**config.mk**
```make
export PLATFORM = sky130hd
export DESIGN_NAME = tcam_lpm_search_flat
export DESIGN_NICKNAME = d
export VERILOG_FILES = /design/src/rtl/tcam_lpm_search_if.sv /design/src/rtl/tcam_lpm_search.sv /design/src/flat_wrapper.sv
export SDC_FILE = /design/constraint.sdc
export NUM_CORES = 1
export LEC_CHECK = 0
export ABC_CLOCK_PERIOD_IN_PS = 11050
export BUFFER_PORTS_ARGS = -buffer_cell sky130_fd_sc_hd__buf_2
export CORE_MARGIN = 1
export CORE_UTILIZATION = 42
export DETAILED_ROUTE_END_ITERATION = 6
export GPL_ROUTABILITY_DRIVEN = 0
export HOLD_SLACK_MARGIN = 0.06
export MAX_ROUTING_LAYER = met4
export SKIP_CTS_REPAIR_TIMING = 1
export SLEW_MARGIN = 5
export SYNTH_ARGS = -nofsm -noshare
export SYNTH_HDL_FRONTEND = slang
export SYNTH_SLANG_ARGS = --single-unit
```
**constraint.sdc**
```tcl
create_clock -name clk -period 11.05 [get_ports clk]
set_clock_uncertainty 0.1 [all_clocks]
set_input_delay 0.5525 -clock clk [delete_from_list [all_inputs] [get_ports clk]]
set_output_delay 0.5525 -clock clk [all_outputs]
set_load 0.03 [all_outputs]
```
**src/rtl/tcam_lpm_search_if.sv**
```systemverilog
// Search-request / search-result bundle between the TCAM control group and the
// longest-prefix-match stage. The control side uses master, the search stage uses slave.
interface tcam_lpm_search_if #(
    parameter int unsigned WIDTH      = 32,
    parameter int unsigned LEN_WIDTH  = 6,
    parameter int unsigned INDEX_SIZE = 3
);
    logic                  go;
    logic [WIDTH-1:0]      key;
    logic [7:0]            valid;
    logic [WIDTH-1:0]      entry0, entry1, entry2, entry3;
    logic [WIDTH-1:0]      entry4, entry5, entry6, entry7;
    logic [LEN_WIDTH-1:0]  len0, len1, len2, len3, len4, len5, len6, len7;
    logic                  busy;
    logic                  done;
    logic                  hit;
    logic [INDEX_SIZE-1:0] index;
    logic [LEN_WIDTH-1:0]  match_len;

    modport master (
        output go, key, valid,
        output entry0, entry1, entry2, entry3, entry4, entry5, entry6, entry7,
        output len0, len1, len2, len3, len4, len5, len6, len7,
        input  busy, done, hit, index, match_len
    );

    modport slave (
        input  go, key, valid,
        input  entry0, entry1, entry2, entry3, entry4, entry5, entry6, entry7,
        input  len0, len1, len2, len3, len4, len5, len6, len7,
        output busy, done, hit, index, match_len
    );
endinterface

```
**src/rtl/tcam_lpm_search.sv**
```systemverilog
// Longest-prefix-match search over the 8 parallel read ports of the TCAM memory.
// A go in IDLE snapshots all inputs; the scan picks the valid entry with the longest
// (clamped) prefix that matches the key, lowest index winning ties.
// Build option: define TCAM_LPM_FAST_EN for a single-cycle parallel scan (priority tree);
// otherwise one comparator walks the entries over 8 cycles.
module tcam_lpm_search #(
    parameter int unsigned WIDTH      = 32,
    parameter int unsigned LEN_WIDTH  = 6,
    parameter int unsigned INDEX_SIZE = 3
) (
    input logic                clk,
    input logic                reset,
    tcam_lpm_search_if.slave   bus
);
    localparam int unsigned NUM_ENTRIES = 8;

    typedef enum logic [1:0] {StIdle, StScan, StDone} state_t;

    state_t state_q, state_d;

    logic [WIDTH-1:0]     entry_in [NUM_ENTRIES];
    logic [LEN_WIDTH-1:0] len_in   [NUM_ENTRIES];

    logic [WIDTH-1:0]     key_q;
    logic [7:0]           valid_q;
    logic [WIDTH-1:0]     entry_q [NUM_ENTRIES];
    logic [LEN_WIDTH-1:0] len_q   [NUM_ENTRIES];

    logic                  res_hit_q;
    logic [INDEX_SIZE-1:0] res_idx_q;
    logic [LEN_WIDTH-1:0]  res_len_q;

    logic                  scan_hit;
    logic [INDEX_SIZE-1:0] scan_idx;
    logic [LEN_WIDTH-1:0]  scan_len;
    logic                  scan_last;

    logic accept;

    // Lengths beyond the key width mean an exact match.
    function automatic logic [LEN_WIDTH-1:0] clamp_len(input logic [LEN_WIDTH-1:0] len);
        if (32'(len) > WIDTH) return LEN_WIDTH'(WIDTH);
        return len;
    endfunction

    // Compare only the leading l bits; l=0 yields an all-zero mask, i.e. the default route.
    function automatic logic prefix_match(input logic [WIDTH-1:0] k,
                                          input logic [WIDTH-1:0] e,
                                          input logic [LEN_WIDTH-1:0] l);
        logic [WIDTH-1:0] mask;
        mask = {WIDTH{1'b1}} << (WIDTH - 32'(l));
        return ((k ^ e) & mask) == '0;
    endfunction

    // Gather the flat read ports into arrays for indexed access.
    always_comb begin
        entry_in[0] = bus.entry0; entry_in[1] = bus.entry1;
        entry_in[2] = bus.entry2; entry_in[3] = bus.entry3;
        entry_in[4] = bus.entry4; entry_in[5] = bus.entry5;
        entry_in[6] = bus.entry6; entry_in[7] = bus.entry7;
        len_in[0]   = bus.len0;   len_in[1]   = bus.len1;
        len_in[2]   = bus.len2;   len_in[3]   = bus.len3;
        len_in[4]   = bus.len4;   len_in[5]   = bus.len5;
        len_in[6]   = bus.len6;   len_in[7]   = bus.len7;
    end

    assign accept = (state_q == StIdle) && bus.go;

`ifdef TCAM_LPM_FAST_EN
    // Parallel scan: priority tree over all entries, strictly-greater keeps the lowest index.
    always_comb begin
        logic [LEN_WIDTH-1:0] l;
        scan_hit  = 1'b0;
        scan_idx  = '0;
        scan_len  = '0;
        scan_last = 1'b1;
        l         = '0;
        for (int i = 0; i < NUM_ENTRIES; i++) begin
            l = clamp_len(len_q[i]);
            if (valid_q[i] && prefix_match(key_q, entry_q[i], l) && (!scan_hit || l > scan_len)) begin
                scan_hit = 1'b1;
                scan_idx = INDEX_SIZE'(i);
                scan_len = l;
            end
        end
    end
`else
    logic [INDEX_SIZE-1:0] ctr_q;
    logic                  best_hit_q;
    logic [INDEX_SIZE-1:0] best_idx_q;
    logic [LEN_WIDTH-1:0]  best_len_q;
    logic [LEN_WIDTH-1:0]  cand_len;
    logic                  cand_hit;

    // Single comparator on the entry selected by the scan counter; fold into the running best.
    always_comb begin
        cand_len  = clamp_len(len_q[ctr_q]);
        cand_hit  = valid_q[ctr_q] && prefix_match(key_q, entry_q[ctr_q], cand_len);
        scan_hit  = best_hit_q;
        scan_idx  = best_idx_q;
        scan_len  = best_len_q;
        scan_last = (ctr_q == INDEX_SIZE'(NUM_ENTRIES - 1));
        if (cand_hit && (!best_hit_q || cand_len > best_len_q)) begin
            scan_hit = 1'b1;
            scan_idx = ctr_q;
            scan_len = cand_len;
        end
    end

    // Scan counter and running best; cleared when a search is accepted.
    always_ff @(posedge clk or negedge reset) begin
        if (!reset) begin
            ctr_q      <= '0;
            best_hit_q <= 1'b0;
            best_idx_q <= '0;
            best_len_q <= '0;
        end else if (accept) begin
            ctr_q      <= '0;
            best_hit_q <= 1'b0;
            best_idx_q <= '0;
            best_len_q <= '0;
        end else if (state_q == StScan) begin
            ctr_q      <= ctr_q + 1'b1;
            best_hit_q <= scan_hit;
            best_idx_q <= scan_idx;
            best_len_q <= scan_len;
        end
    end
`endif

    // FSM next state: IDLE -> SCAN -> DONE -> IDLE; go only matters in IDLE.
    always_comb begin
        state_d = state_q;
        unique case (state_q)
            StIdle:  if (bus.go) state_d = StScan;
            StScan:  if (scan_last) state_d = StDone;
            StDone:  state_d = StIdle;
            default: state_d = StIdle;
        endcase
    end

    // FSM state register.
    always_ff @(posedge clk or negedge reset) begin
        if (!reset) state_q <= StIdle;
        else        state_q <= state_d;
    end

    // Snapshot of the search inputs, so later input changes cannot disturb a running scan.
    always_ff @(posedge clk or negedge reset) begin
        if (!reset) begin
            key_q   <= '0;
            valid_q <= '0;
            for (int i = 0; i < NUM_ENTRIES; i++) begin
                entry_q[i] <= '0;
                len_q[i]   <= '0;
            end
        end else if (accept) begin
            key_q   <= bus.key;
            valid_q <= bus.valid;
            for (int i = 0; i < NUM_ENTRIES; i++) begin
                entry_q[i] <= entry_in[i];
                len_q[i]   <= len_in[i];
            end
        end
    end

    // Result registers: cleared on accept, loaded at the end of the scan, held otherwise.
    always_ff @(posedge clk or negedge reset) begin
        if (!reset) begin
            res_hit_q <= 1'b0;
            res_idx_q <= '0;
            res_len_q <= '0;
        end else if (accept) begin
            res_hit_q <= 1'b0;
            res_idx_q <= '0;
            res_len_q <= '0;
        end else if (state_q == StScan && scan_last) begin
            res_hit_q <= scan_hit;
            res_idx_q <= scan_idx;
            res_len_q <= scan_len;
        end
    end

    assign bus.busy      = (state_q != StIdle);
    assign bus.done      = (state_q == StDone);
    assign bus.hit       = res_hit_q;
    assign bus.index     = res_idx_q;
    assign bus.match_len = res_len_q;
endmodule

```
**src/flat_wrapper.sv**
```systemverilog
// flat-port wrapper written by rule: the top's interface ports become plain ports
module tcam_lpm_search_flat 
#(
    parameter int unsigned WIDTH      = 32,
    parameter int unsigned LEN_WIDTH  = 6,
    parameter int unsigned INDEX_SIZE = 3
)
  (clk, reset, bus_go, bus_key, bus_valid, bus_entry0, bus_entry1, bus_entry2, bus_entry3, bus_entry4, bus_entry5, bus_entry6, bus_entry7, bus_len0, bus_len1, bus_len2, bus_len3, bus_len4, bus_len5, bus_len6, bus_len7, bus_busy, bus_done, bus_hit, bus_index, bus_match_len);
  tcam_lpm_search_if #(.WIDTH(WIDTH), .LEN_WIDTH(LEN_WIDTH), .INDEX_SIZE(INDEX_SIZE)) bus_i ();
  input logic clk;
  input logic reset;
  input wire logic [$bits(bus_i.go)-1:0] bus_go;
  input wire logic [$bits(bus_i.key)-1:0] bus_key;
  input wire logic [$bits(bus_i.valid)-1:0] bus_valid;
  input wire logic [$bits(bus_i.entry0)-1:0] bus_entry0;
  input wire logic [$bits(bus_i.entry1)-1:0] bus_entry1;
  input wire logic [$bits(bus_i.entry2)-1:0] bus_entry2;
  input wire logic [$bits(bus_i.entry3)-1:0] bus_entry3;
  input wire logic [$bits(bus_i.entry4)-1:0] bus_entry4;
  input wire logic [$bits(bus_i.entry5)-1:0] bus_entry5;
  input wire logic [$bits(bus_i.entry6)-1:0] bus_entry6;
  input wire logic [$bits(bus_i.entry7)-1:0] bus_entry7;
  input wire logic [$bits(bus_i.len0)-1:0] bus_len0;
  input wire logic [$bits(bus_i.len1)-1:0] bus_len1;
  input wire logic [$bits(bus_i.len2)-1:0] bus_len2;
  input wire logic [$bits(bus_i.len3)-1:0] bus_len3;
  input wire logic [$bits(bus_i.len4)-1:0] bus_len4;
  input wire logic [$bits(bus_i.len5)-1:0] bus_len5;
  input wire logic [$bits(bus_i.len6)-1:0] bus_len6;
  input wire logic [$bits(bus_i.len7)-1:0] bus_len7;
  output wire logic [$bits(bus_i.busy)-1:0] bus_busy;
  output wire logic [$bits(bus_i.done)-1:0] bus_done;
  output wire logic [$bits(bus_i.hit)-1:0] bus_hit;
  output wire logic [$bits(bus_i.index)-1:0] bus_index;
  output wire logic [$bits(bus_i.match_len)-1:0] bus_match_len;
  assign bus_i.go = bus_go;
  assign bus_i.key = bus_key;
  assign bus_i.valid = bus_valid;
  assign bus_i.entry0 = bus_entry0;
  assign bus_i.entry1 = bus_entry1;
  assign bus_i.entry2 = bus_entry2;
  assign bus_i.entry3 = bus_entry3;
  assign bus_i.entry4 = bus_entry4;
  assign bus_i.entry5 = bus_entry5;
  assign bus_i.entry6 = bus_entry6;
  assign bus_i.entry7 = bus_entry7;
  assign bus_i.len0 = bus_len0;
  assign bus_i.len1 = bus_len1;
  assign bus_i.len2 = bus_len2;
  assign bus_i.len3 = bus_len3;
  assign bus_i.len4 = bus_len4;
  assign bus_i.len5 = bus_len5;
  assign bus_i.len6 = bus_len6;
  assign bus_i.len7 = bus_len7;
  assign bus_busy = bus_i.busy;
  assign bus_done = bus_i.done;
  assign bus_hit = bus_i.hit;
  assign bus_index = bus_i.index;
  assign bus_match_len = bus_i.match_len;
  tcam_lpm_search #(.WIDTH(WIDTH), .LEN_WIDTH(LEN_WIDTH), .INDEX_SIZE(INDEX_SIZE)) u_core (.clk(clk), .reset(reset), .bus(bus_i));
endmodule
```
==> results of run 1 <==
## report_power, final
group | total, mW | switching (mW) | leakage (nW) | internal, mW
Sequential | 2.37 | 0.400 | 4.63 | 1.97
Clock | 1.36 | 0.559 | 0.669 | 0.800
Combinational | 3.48 | 2.11 | 5.90 | 1.37
Total | 7.21 | 3.06 | 11.2 | 4.14
## flip-flops by register name, indices dropped and copies added (netlist names)
| signal | flops |
|---|---|
| u_core.bus.match_len | 6 |
| u_core.bus.hit | 1 |
| u_core.best_len_q | 6 |
| u_core.bus.index | 3 |
| u_core.state_q | 2 |
| u_core.best_hit_q | 1 |
| u_core.len_q | 48 |
| u_core.ctr_q | 3 |
| u_core.key_q | 32 |
| u_core.valid_q | 8 |
| u_core.entry_q | 256 |
| u_core.best_idx_q | 3 |
## cell usage in the layout, fill, tap and decap left out, types with 17 or more instances in the layout
master	count
xnor2_1	21
nand3_1	17
a21oi_1	24
mux2i_1	64
mux4_2	66
nand2_1	1061
o21ai_0	24
buf_2	357
dfrtp_1	366
clkbuf_16	43
## worst min-delay path by stage
stage	end	cells after the start	startpoint
2_1_floorplan	u_core.best_hit_q$_DFFE_PN0P_	0	reset
3_3_place_gp	u_core.entry_q[95]$_DFFE_PN0P_	2	u_core.entry_q[95]$_DFFE_PN0P_
3_5_place_dp	u_core.entry_q[5]$_DFFE_PN0P_	2	u_core.entry_q[5]$_DFFE_PN0P_
4_1_cts	u_core.len_q[22]$_DFFE_PN0P_	1	reset
5_1_grt	u_core.entry_q[181]$_DFFE_PN0P_	3	bus_entry2[21]
6_report	u_core.entry_q[45]$_DFFE_PN0P_	3	bus_entry6[13]
## metal layers
layer  global-route usage, %  share of wire [%]  up-vias
li1                        -                  -     6935
met1                    35.4                 45     7050
met2                    38.6                 46      500
met3                    4.01                5.8      112
met4                    9.21                3.2        0
met5                       -                  0        -
## area by class of cell
| cell class | count | area [um2] | area share, % |
|---|---|---|---|
| sequential | 369 | 9240 | 43.7 |
| inverter | 19 | 71.3 | 0.337 |
| tap | 532 | 666 | 3.15 |
| multi-input combinational | 1440 | 7880 | 37.3 |
| antenna | 5 | 12.5 | 0.0592 |
| clock buffer | 64 | 1280 | 6.08 |
| timing repair buffer | 374 | 1920 | 9.10 |
| clock inverter | 10 | 60.1 | 0.284 |
## critical path, cell delays in order (launching register included)
cell and delay, ns:
dfrtp_4 0.75, buf_4 0.69, mux4_2 0.59, mux2i_1 0.70, nor2_1 0.25, inv_1 0.11
ha_1 0.70, clkinv_1 0.50, o21ai_0 0.18, o311a_1 0.29, nand3_1 0.16, o21a_1 0.22
o2111ai_1 0.32, o22ai_2 0.26, nand3_1 0.59, mux2i_1 0.26
## metrics by stage
| step | power, mW | std cells |
|---|---|---|
| floorplan | 4.86 | 1942 |
| global placement | 5.72 | 2733 |
| detailed placement | 5.80 | 2733 |
| CTS | 7.19 | 2807 |
| global route | 7.67 | 2813 |
| finish | 7.21 | 2813 |
## cell families (layout without fill, tap and decap cells)
group                    after synthesis  count (layout)  share of synthesized area, %
other                                  0               5                             0
AND/OR/NAND/NOR                     1129            1129                          24.7
XOR/XNOR                              27              27                          1.33
multiplexers                         136             136                          12.5
adder cells (fa/ha/maj)                9               9                         0.635
buffers and inverters                133             467                          3.58
AO/OA/AOI/OAI                        139             139                          5.21
flip-flops                           369             369                          52.0
==> flow_summary.ini, run 1 <==
[status]
status = finished, final reports clean

[sta]
finalCritPeriodShare_pct = 61.6
rsz0062_at_grt = false
fmax_mhz = 147
whs_ns = 0.0806
finalSetupTns_ns = 0
period_minus_slack_ns = 6.81
setup-violations-final = 0
slew_viol_final = 0
tightest_slew_ns = 1.09
layout_setup_ws_ns = 4.24
relSlewSlack_pct = 27.6
final-hold-violation-count = 0

[synthesis]
netlist_instances = 1942
synthTopCellsByArea = dfrtp_1 52%, nand2_1 22%, mux4_2 8.4%, mux2i_1 3.6%, clkbuf_1 1.8%
synth_common_cells = 1062 x nand2_1, 369 x dfrtp_1, 85 x clkbuf_1
synth_edf_count = 0
yosys_warnings = 0
synthesis.area_um2 = 17700
yosysMostFrequentCell = nand2_1
syn_nets = 2298
yosys.area.top_type_share_pct = 52.0
ys_ff_latch = 369
synth_seq_area_share_pct = 52.0
ys_types = 64
synth-async-reset-ratio_pct = 100
yosysTopAreaCell = dfrtp_1
ys.flop_type = dfrtp_1
synth.avg_cell_area_um2 = 9.14

[clock_network]
clk_transition_reported_paths_ns = 0.06
cts_made_buffers = 42
htree_levels = 2
cts-root-buf = clkbuf_16
clk_latency_ns = 0.56
cts_tree = yes
cts_num_sinks = 369
clock_path_buffers = 3

[floorplan]
die_h_um = 208
ios = 359
start_util_pct = 43.1
coreArea_um2 = 41200
rows = 74
dieArea_um2 = 43100
die_w_um = 208

[routing]
ant_nets = 0
wl_per_cell_um = 18.9
vias = 14600
drc = 0
routed_wirelength_mm = 53.3
viasPerCell = 5.19
first_pass_iters = 6
drtIter0Drc = 1355

[power_and_ir_drop]
ir_drop_uv = 222
cellPowerDensity_nw_per_um2 = 341
p_leak_nw = 11.2

[final_layout]
design_area_um2 = 21100
layout.nets = 2602
drive_gt1_share_pct = 23.3
syn_to_final_growth_pct = 19.2
post-route-util_pct = 51.3
n_fill_cell = 3913

[hold_path]
hp-class = in2reg

[placed_design]
dp_hpwl_mm = 37.8
place_ws_ns = 4.28
place_area_um2 = 19800
io_buffers = 358

[setup_path]
crit_type = reg2reg
crit_start = u_core.ctr_q[0]$_DFFE_PN0P_
crit_fanout = 37
r2r_cells = 15
critPathLaunchType = flop
reg2reg_slack_ns = 4.24
cp-end-kind = flop
cp_data_arrival_time_ns = 7.16
cp.required_ns = 11.40
timing.rr.start = u_core.ctr_q[0]$_DFFE_PN0P_
endpoint = u_core.best_len_q[3]$_DFFE_PN0P_
rr_endpoint = u_core.best_len_q[3]$_DFFE_PN0P_

[global_route]
grt_use_total_pct = 25.7
grt_pass1_wl_mm = 83.1
grt_max_degree = 109
grt_pass1_vias = 14700
grt.overflow.total = 0
grt_antenna_before_repair = 5

[run]
cap_violations = 0
Note: power is estimated with default switching activity, not from simulation.
==> run 2, diff against run 1 <==
--- a/config.mk
+++ b/config.mk
@@ -5,7 +5,8 @@
 export SDC_FILE = /design/constraint.sdc
 export NUM_CORES = 1
 export LEC_CHECK = 0
-export ABC_CLOCK_PERIOD_IN_PS = 11050
+export ABC_AREA = 1
+export ABC_CLOCK_PERIOD_IN_PS = 6900
 export BUFFER_PORTS_ARGS = -buffer_cell sky130_fd_sc_hd__buf_2
 export CORE_MARGIN = 1
 export CORE_UTILIZATION = 42
==> constraint.sdc (replaced) <==
create_clock -name clk -period 6.9 [get_ports clk]
set_clock_uncertainty 0.1 [all_clocks]
set_input_delay 0.345 -clock clk [delete_from_list [all_inputs] [get_ports clk]]
set_output_delay 0.345 -clock clk [all_outputs]
set_load 0.03 [all_outputs]
==> flow_summary.ini, run 2 <==
[status]
status = complete, but fails checks
violations = design-rule violations

[clock_network]
clk_transition_reported_paths_ns = 0.06
cts_made_buffers = 42
htree_levels = 2
cts_num_sinks = 369
clock_path_buffers = 3
cts_tree = yes
cts-root-buf = clkbuf_16
clk_latency_ns = 0.58

[floorplan]
die_w_um = 209
ios = 359
coreArea_um2 = 42000
die_h_um = 209
dieArea_um2 = 43600
start_util_pct = 42.7
rows = 75

[synthesis]
syn_nets = 2710
netlist_instances = 2354
yosys_warnings = 0
synth.avg_cell_area_um2 = 7.63
synthTopCellsByArea = dfrtp_1 51%, nand2_1 21%, o21ai_0 7.8%, inv_1 3.3%, nand3_1 2.8%
synth_seq_area_share_pct = 51.4
synth-async-reset-ratio_pct = 100
synth_edf_count = 0
ys_ff_latch = 369
ys.flop_type = dfrtp_1
synth_common_cells = 1018 x nand2_1, 369 x dfrtp_1, 279 x o21ai_0
yosys.area.top_type_share_pct = 51.4
yosysTopAreaCell = dfrtp_1
synthesis.area_um2 = 18000
yosysMostFrequentCell = nand2_1
ys_types = 33

[run]
cap_violations = 0

[setup_path]
cp.required_ns = 7.25
crit_type = reg2reg
r2r_cells = 23
cp_data_arrival_time_ns = 5.19
timing.rr.start = u_core.ctr_q[0]$_DFFE_PN0P_
cp_slowest_stage_delay_ns = 0.77
path_buf_inv = 2
crit_fanout = 79
path_depth = 23
critPathLaunchType = flop
critical-path-top-delay-family = simple AND/OR/NAND/NOR gates
cp-end-kind = flop
crit_start = u_core.ctr_q[0]$_DFFE_PN0P_
cp_cell_sequence = inv_4 > nand2_1 > nand3_1 > nand3_1 > nand2_2 > nand2_1 > ha_1 > inv_1 > nand2_4 > nand2_1 > nand3_1 > nand3_1 > nor2_1 > nor2_1 > nand3_1 > nor2_1 > nand3_1 > nand2_1 > nand3_2 > nand2_1 > nand2_1 > nand3_1 > nand2_1
critPathSlowestCell = dfrtp_4

[final_layout]
syn_to_final_growth_pct = 38.0
drive_gt1_share_pct = 15.8
design_area_um2 = 24800
layout.nets = 3326
multi_input_area_um2 = 7430
layout_commonest_cell = nand2_1
n_fill_cell = 3793
final_cell_mix = 1017 x nand2_1, 366 x dfrtp_1, 357 x buf_2, 345 x dlygate4sd3_1, 279 x o21ai_0
largest_reg_flops = 256
instances_no_fill = 3539
top_regs = u_core.entry_q x256, u_core.len_q x48, u_core.key_q x32
regMostFlops = u_core.entry_q
seq_area_um2 = 9240

[hold_path]
whs_path_depth = 4
hp-start = bus_go
hp-class = in2reg

[global_route]
grt_max_degree = 191
grt_use_total_pct = 26.6
grt_antenna_before_repair = 1
grt_pass1_wl_mm = 88.0
grt_pass1_vias = 16000
grt.overflow.total = 0

[routing]
routed_wirelength_mm = 62.4
drtIter0Drc = 1687
wl_per_cell_um = 17.6
vias = 18200
viasPerCell = 5.14
ant_nets = 0
first_pass_iters = 7
drc = 2

[sta]
relSlewSlack_pct = 31.7
finalCritPeriodShare_pct = 70.3
final-hold-violation-count = 0
slew_viol_final = 0
finalSetupTns_ns = 0
layout_setup_ws_ns = 2.05
rsz0062_at_grt = false
tightest_slew_ns = 1.02
fmax_mhz = 206
period_minus_slack_ns = 4.85
setup-violations-final = 0

[placed_design]
dp.cells = 3120
place_ws_ns = 2.10
dp_hpwl_mm = 38.2
io_buffers = 358
place_area_um2 = 19900

[power_and_ir_drop]
ir_drop_uv = 281
total_power_mw = 11.4
cellPowerDensity_nw_per_um2 = 458
p_leak_nw = 12.8
==> run 2: cell count changes after synthesis, moves of 15 or more <==
cell / delta
xor2_1: +25
mux4_2: -66
mux2i_1: -64
nand3_1: +83
a22oi_1: -15
o21ai_0: +255
nor2_1: +64
a31oi_1: -15
inv_1: +145
a21oi_1: +47
buf_2: +22
o211ai_1: +21
nand2_1: -44
xnor2_1: -21
==> run 2: metal layers <==
layer / track usage (%) / vias to the layer above / share of wire (%)
li1: - / 8642 / -
met1: 37.4 / 8631 / 43
met2: 39.8 / 746 / 47
met3: 3.56 / 157 / 6.3
met4: 8.16 / 0 / 3.3
met5: - / - / 0
==> run 2: logic make-up (layout without fill, tap and decap cells) <==
kind of cell	after synthesis	after routing	share of synthesized area (%)
AOI/OAI and AO/OA	400	400	11.7
DFF	369	369	51.4
adders and majority gates	9	9	0.627
buffers and inverters	309	954	7.25
and+or+nand+nor	1236	1236	27.5
xor gates and xnor gates	31	31	1.51
other	0	1	0
==> run 2: final timing paths <==
path                            slack (ns)                                  end
worst max-delay path                  2.05  u_core.bus.match_len[2]$_DFFE_PN0P_
worst min-delay path                  0.23       u_core.entry_q[28]$_DFFE_PN0P_
worst max register to register        2.05  u_core.bus.match_len[2]$_DFFE_PN0P_
worst min register to register        0.37      u_core.entry_q[113]$_DFFE_PN0P_
max in group asynchronous             5.16      u_core.entry_q[242]$_DFFE_PN0P_
min in group asynchronous             0.25         u_core.len_q[26]$_DFFE_PN0P_
==> run 2: power by group <==
part           total (mW)  internal [mW]  switching (mW)
clock                2.29           1.37           0.913
sequential           3.67           3.14           0.530
combinational        5.40           1.78            3.62
total                11.4           6.29            5.06
==> run 2: cell type report <==
cell class	instances	area share [%]
tap	539	2.72
clock buffer	60	5.05
clock inverter	13	0.621
antenna	1	0.0101
inverter	163	2.51
sequential	369	37.3
multi-input combinational	1676	30.0
timing repair buffer	718	21.8
==> run 2: metrics by stage <==
step                hold WS (ns)  utilization, %
finish                     0.228            59.0
floorplan                -0.0506               -
global placement           0.327            47.4
global route               0.247            59.0
detailed placement         0.328            47.4
CTS                       -0.298            50.7
==> run 2: worst register-to-register path: stages (launching register included) <==
cell,delay [ns]
dfrtp_4,0.77
inv_4,0.78
nand2_1,0.16
nand3_1,0.14
nand3_1,0.09
nand2_2,0.17
nand2_1,0.18
ha_1,0.29
inv_1,0.15
nand2_4,0.11
nand2_1,0.11
nand3_1,0.12
nand3_1,0.12
nor2_1,0.05
nor2_1,0.13
nand3_1,0.11
nor2_1,0.12
nand3_1,0.09
nand2_1,0.34
nand3_2,0.27
nand2_1,0.11
nand2_1,0.07
nand3_1,0.08
nand2_1,0.07
==> run 3, diff against run 2 <==
--- a/config.mk
+++ b/config.mk
@@ -6,7 +6,7 @@
 export NUM_CORES = 1
 export LEC_CHECK = 0
 export ABC_AREA = 1
-export ABC_CLOCK_PERIOD_IN_PS = 6900
+export ABC_CLOCK_PERIOD_IN_PS = 4250
 export BUFFER_PORTS_ARGS = -buffer_cell sky130_fd_sc_hd__buf_2
 export CORE_MARGIN = 1
 export CORE_UTILIZATION = 42
@@ -14,6 +14,7 @@
 export GPL_ROUTABILITY_DRIVEN = 0
 export HOLD_SLACK_MARGIN = 0.06
 export MAX_ROUTING_LAYER = met4
+export PLACE_DENSITY = 0.66
 export SKIP_CTS_REPAIR_TIMING = 1
 export SLEW_MARGIN = 5
 export SYNTH_ARGS = -nofsm -noshare
==> constraint.sdc (replaced) <==
create_clock -name clk -period 4.25 [get_ports clk]
set_clock_uncertainty 0.1 [all_clocks]
set_input_delay 0.2125 -clock clk [delete_from_list [all_inputs] [get_ports clk]]
set_output_delay 0.2125 -clock clk [all_outputs]
set_load 0.03 [all_outputs]
==> flow_summary.ini, run 3 (synthesized netlist as in run 2, its figures left out) <==
[status]
status = complete, but fails checks
violations = design-rule violations

[setup_path]
path_buf_inv = 2
crit_fanout = 26
cp-end-kind = flop
cp.required_ns = 4.59
critPathMostFrequentCell = nand2_1
cp_data_arrival_time_ns = 4.24
critical-path-top-delay-family = simple AND/OR/NAND/NOR gates
cp_slowest_stage_delay_ns = 0.63
critPathLaunchType = flop
critPathSlowestCell = dfrtp_4
crit_type = reg2reg

[final_layout]
regMostFlops = u_core.entry_q
multi_input_area_um2 = 7440
seq_area_um2 = 9240
layout.nets = 3333
final_cell_mix = 1016 x nand2_1, 366 x dfrtp_1, 357 x buf_2, 345 x dlygate4sd3_1, 279 x o21ai_0
top_regs = u_core.entry_q x256, u_core.len_q x48, u_core.key_q x32
drive_gt1_share_pct = 15.8
n_fill_cell = 3606
design_area_um2 = 24800
post-route-util_pct = 58.9
syn_to_final_growth_pct = 37.9
layout_commonest_cell = nand2_1
largest_reg_flops = 256

[routing]
drc = 13
wl_per_cell_um = 17.8
routed_wirelength_mm = 63.2
first_pass_iters = 7
drtIter0Drc = 1764
ant_nets = 0
vias = 18600
viasPerCell = 5.24

[clock_network]
cts_made_buffers = 41
clk_transition_reported_paths_ns = 0.06
htree_levels = 2
cts_tree = yes
cts_num_sinks = 369
clock_path_buffers = 3
cts-root-buf = clkbuf_16
clk_latency_ns = 0.57

[global_route]
grt_antenna_before_repair = 1
grt.overflow.total = 0
grt_pass1_vias = 16600
grt_use_total_pct = 26.6
grt_pass1_wl_mm = 88.6
grt_max_degree = 172

[sta]
relSlewSlack_pct = 29.4
finalSetupTns_ns = 0
slew_viol_final = 0
tightest_slew_ns = 1.06
fmax_mhz = 256
rsz0062_at_grt = false
period_minus_slack_ns = 3.90
finalCritPeriodShare_pct = 91.9
setup-violations-final = 0
final-hold-violation-count = 0

[placed_design]
place_area_um2 = 20000
dp_hpwl_mm = 38.9
io_buffers = 358

[floorplan]
start_util_pct = 42.7
rows = 75
dieArea_um2 = 43600
die_h_um = 209
coreArea_um2 = 42000
die_w_um = 209
ios = 359

[run]
cap_violations = 0

[power_and_ir_drop]
ir_drop_uv = 457
total_power_mw = 18.4
p_leak_nw = 12.7
cellPowerDensity_nw_per_um2 = 743

[hold_path]
hp-class = in2async
run 3: cell type report:
type / instances / share of cell area, %
Tap cell: 539 / 2.72
Multi-Input combinational cell: 1676 / 30.0
Sequential cell: 369 / 37.3
Antenna cell: 1 / 0.0101
Timing Repair Buffer: 726 / 22.4
Clock buffer: 62 / 4.74
Inverter: 163 / 2.53
Clock inverter: 7 / 0.263
run 3: report_power, final:
group	leakage (nW)	internal, mW	switching, mW
Sequential	4.60	5.10	0.787
Clock	0.602	1.96	1.46
Combinational	7.53	2.98	6.13
run 3: layer usage:
metal	GRT usage, %	up-vias	wire [um]
li1	-	8657	-
met1	36.5	8841	26700
met2	40.0	896	29400
met3	4.16	186	4680
met4	9.76	0	2450
met5	-	-	0
run 3: worst register-to-register path, delay by kind of cell (launching register included):
family,cells,cell delay (ns)
buffers and inverters,2,0.37
DFF,1,0.63
adders and majority gates,1,0.28
and+or+nand+nor,22,2.39
run 3: final timing paths:
kind / from / to / slack (ns) / depth (start not counted)
setup / recovery: u_core.ctr_q[0]$_DFFE_PN0P_ / u_core.best_len_q[3]$_DFFE_PN0P_ / 0.35 / 25
hold / removal: reset / u_core.len_q[25]$_DFFE_PN0P_ / 0.18 / 2
setup reg to reg: u_core.ctr_q[0]$_DFFE_PN0P_ / u_core.best_len_q[3]$_DFFE_PN0P_ / 0.35 / 25
hold reg to reg: u_core.entry_q[236]$_DFFE_PN0P_ / u_core.entry_q[236]$_DFFE_PN0P_ / 0.37 / 2
max in group asynchronous: reset / u_core.entry_q[157]$_DFFE_PN0P_ / 2.67 / 3
min in group clk: bus_go / u_core.key_q[14]$_DFFE_PN0P_ / 0.21 / 4
run 3: through the flow:
step / setup WS [ns] / hold slack [ns] / instances
global route: 0.0410 / 0.251 / 3543
floorplan: 1.24 / -0.183 / 2354
global placement: 0.474 / 0.255 / 3127
finish: 0.345 / 0.180 / 3543
CTS: 0.276 / -0.338 / 3196
detailed placement: 0.322 / 0.267 / 3127
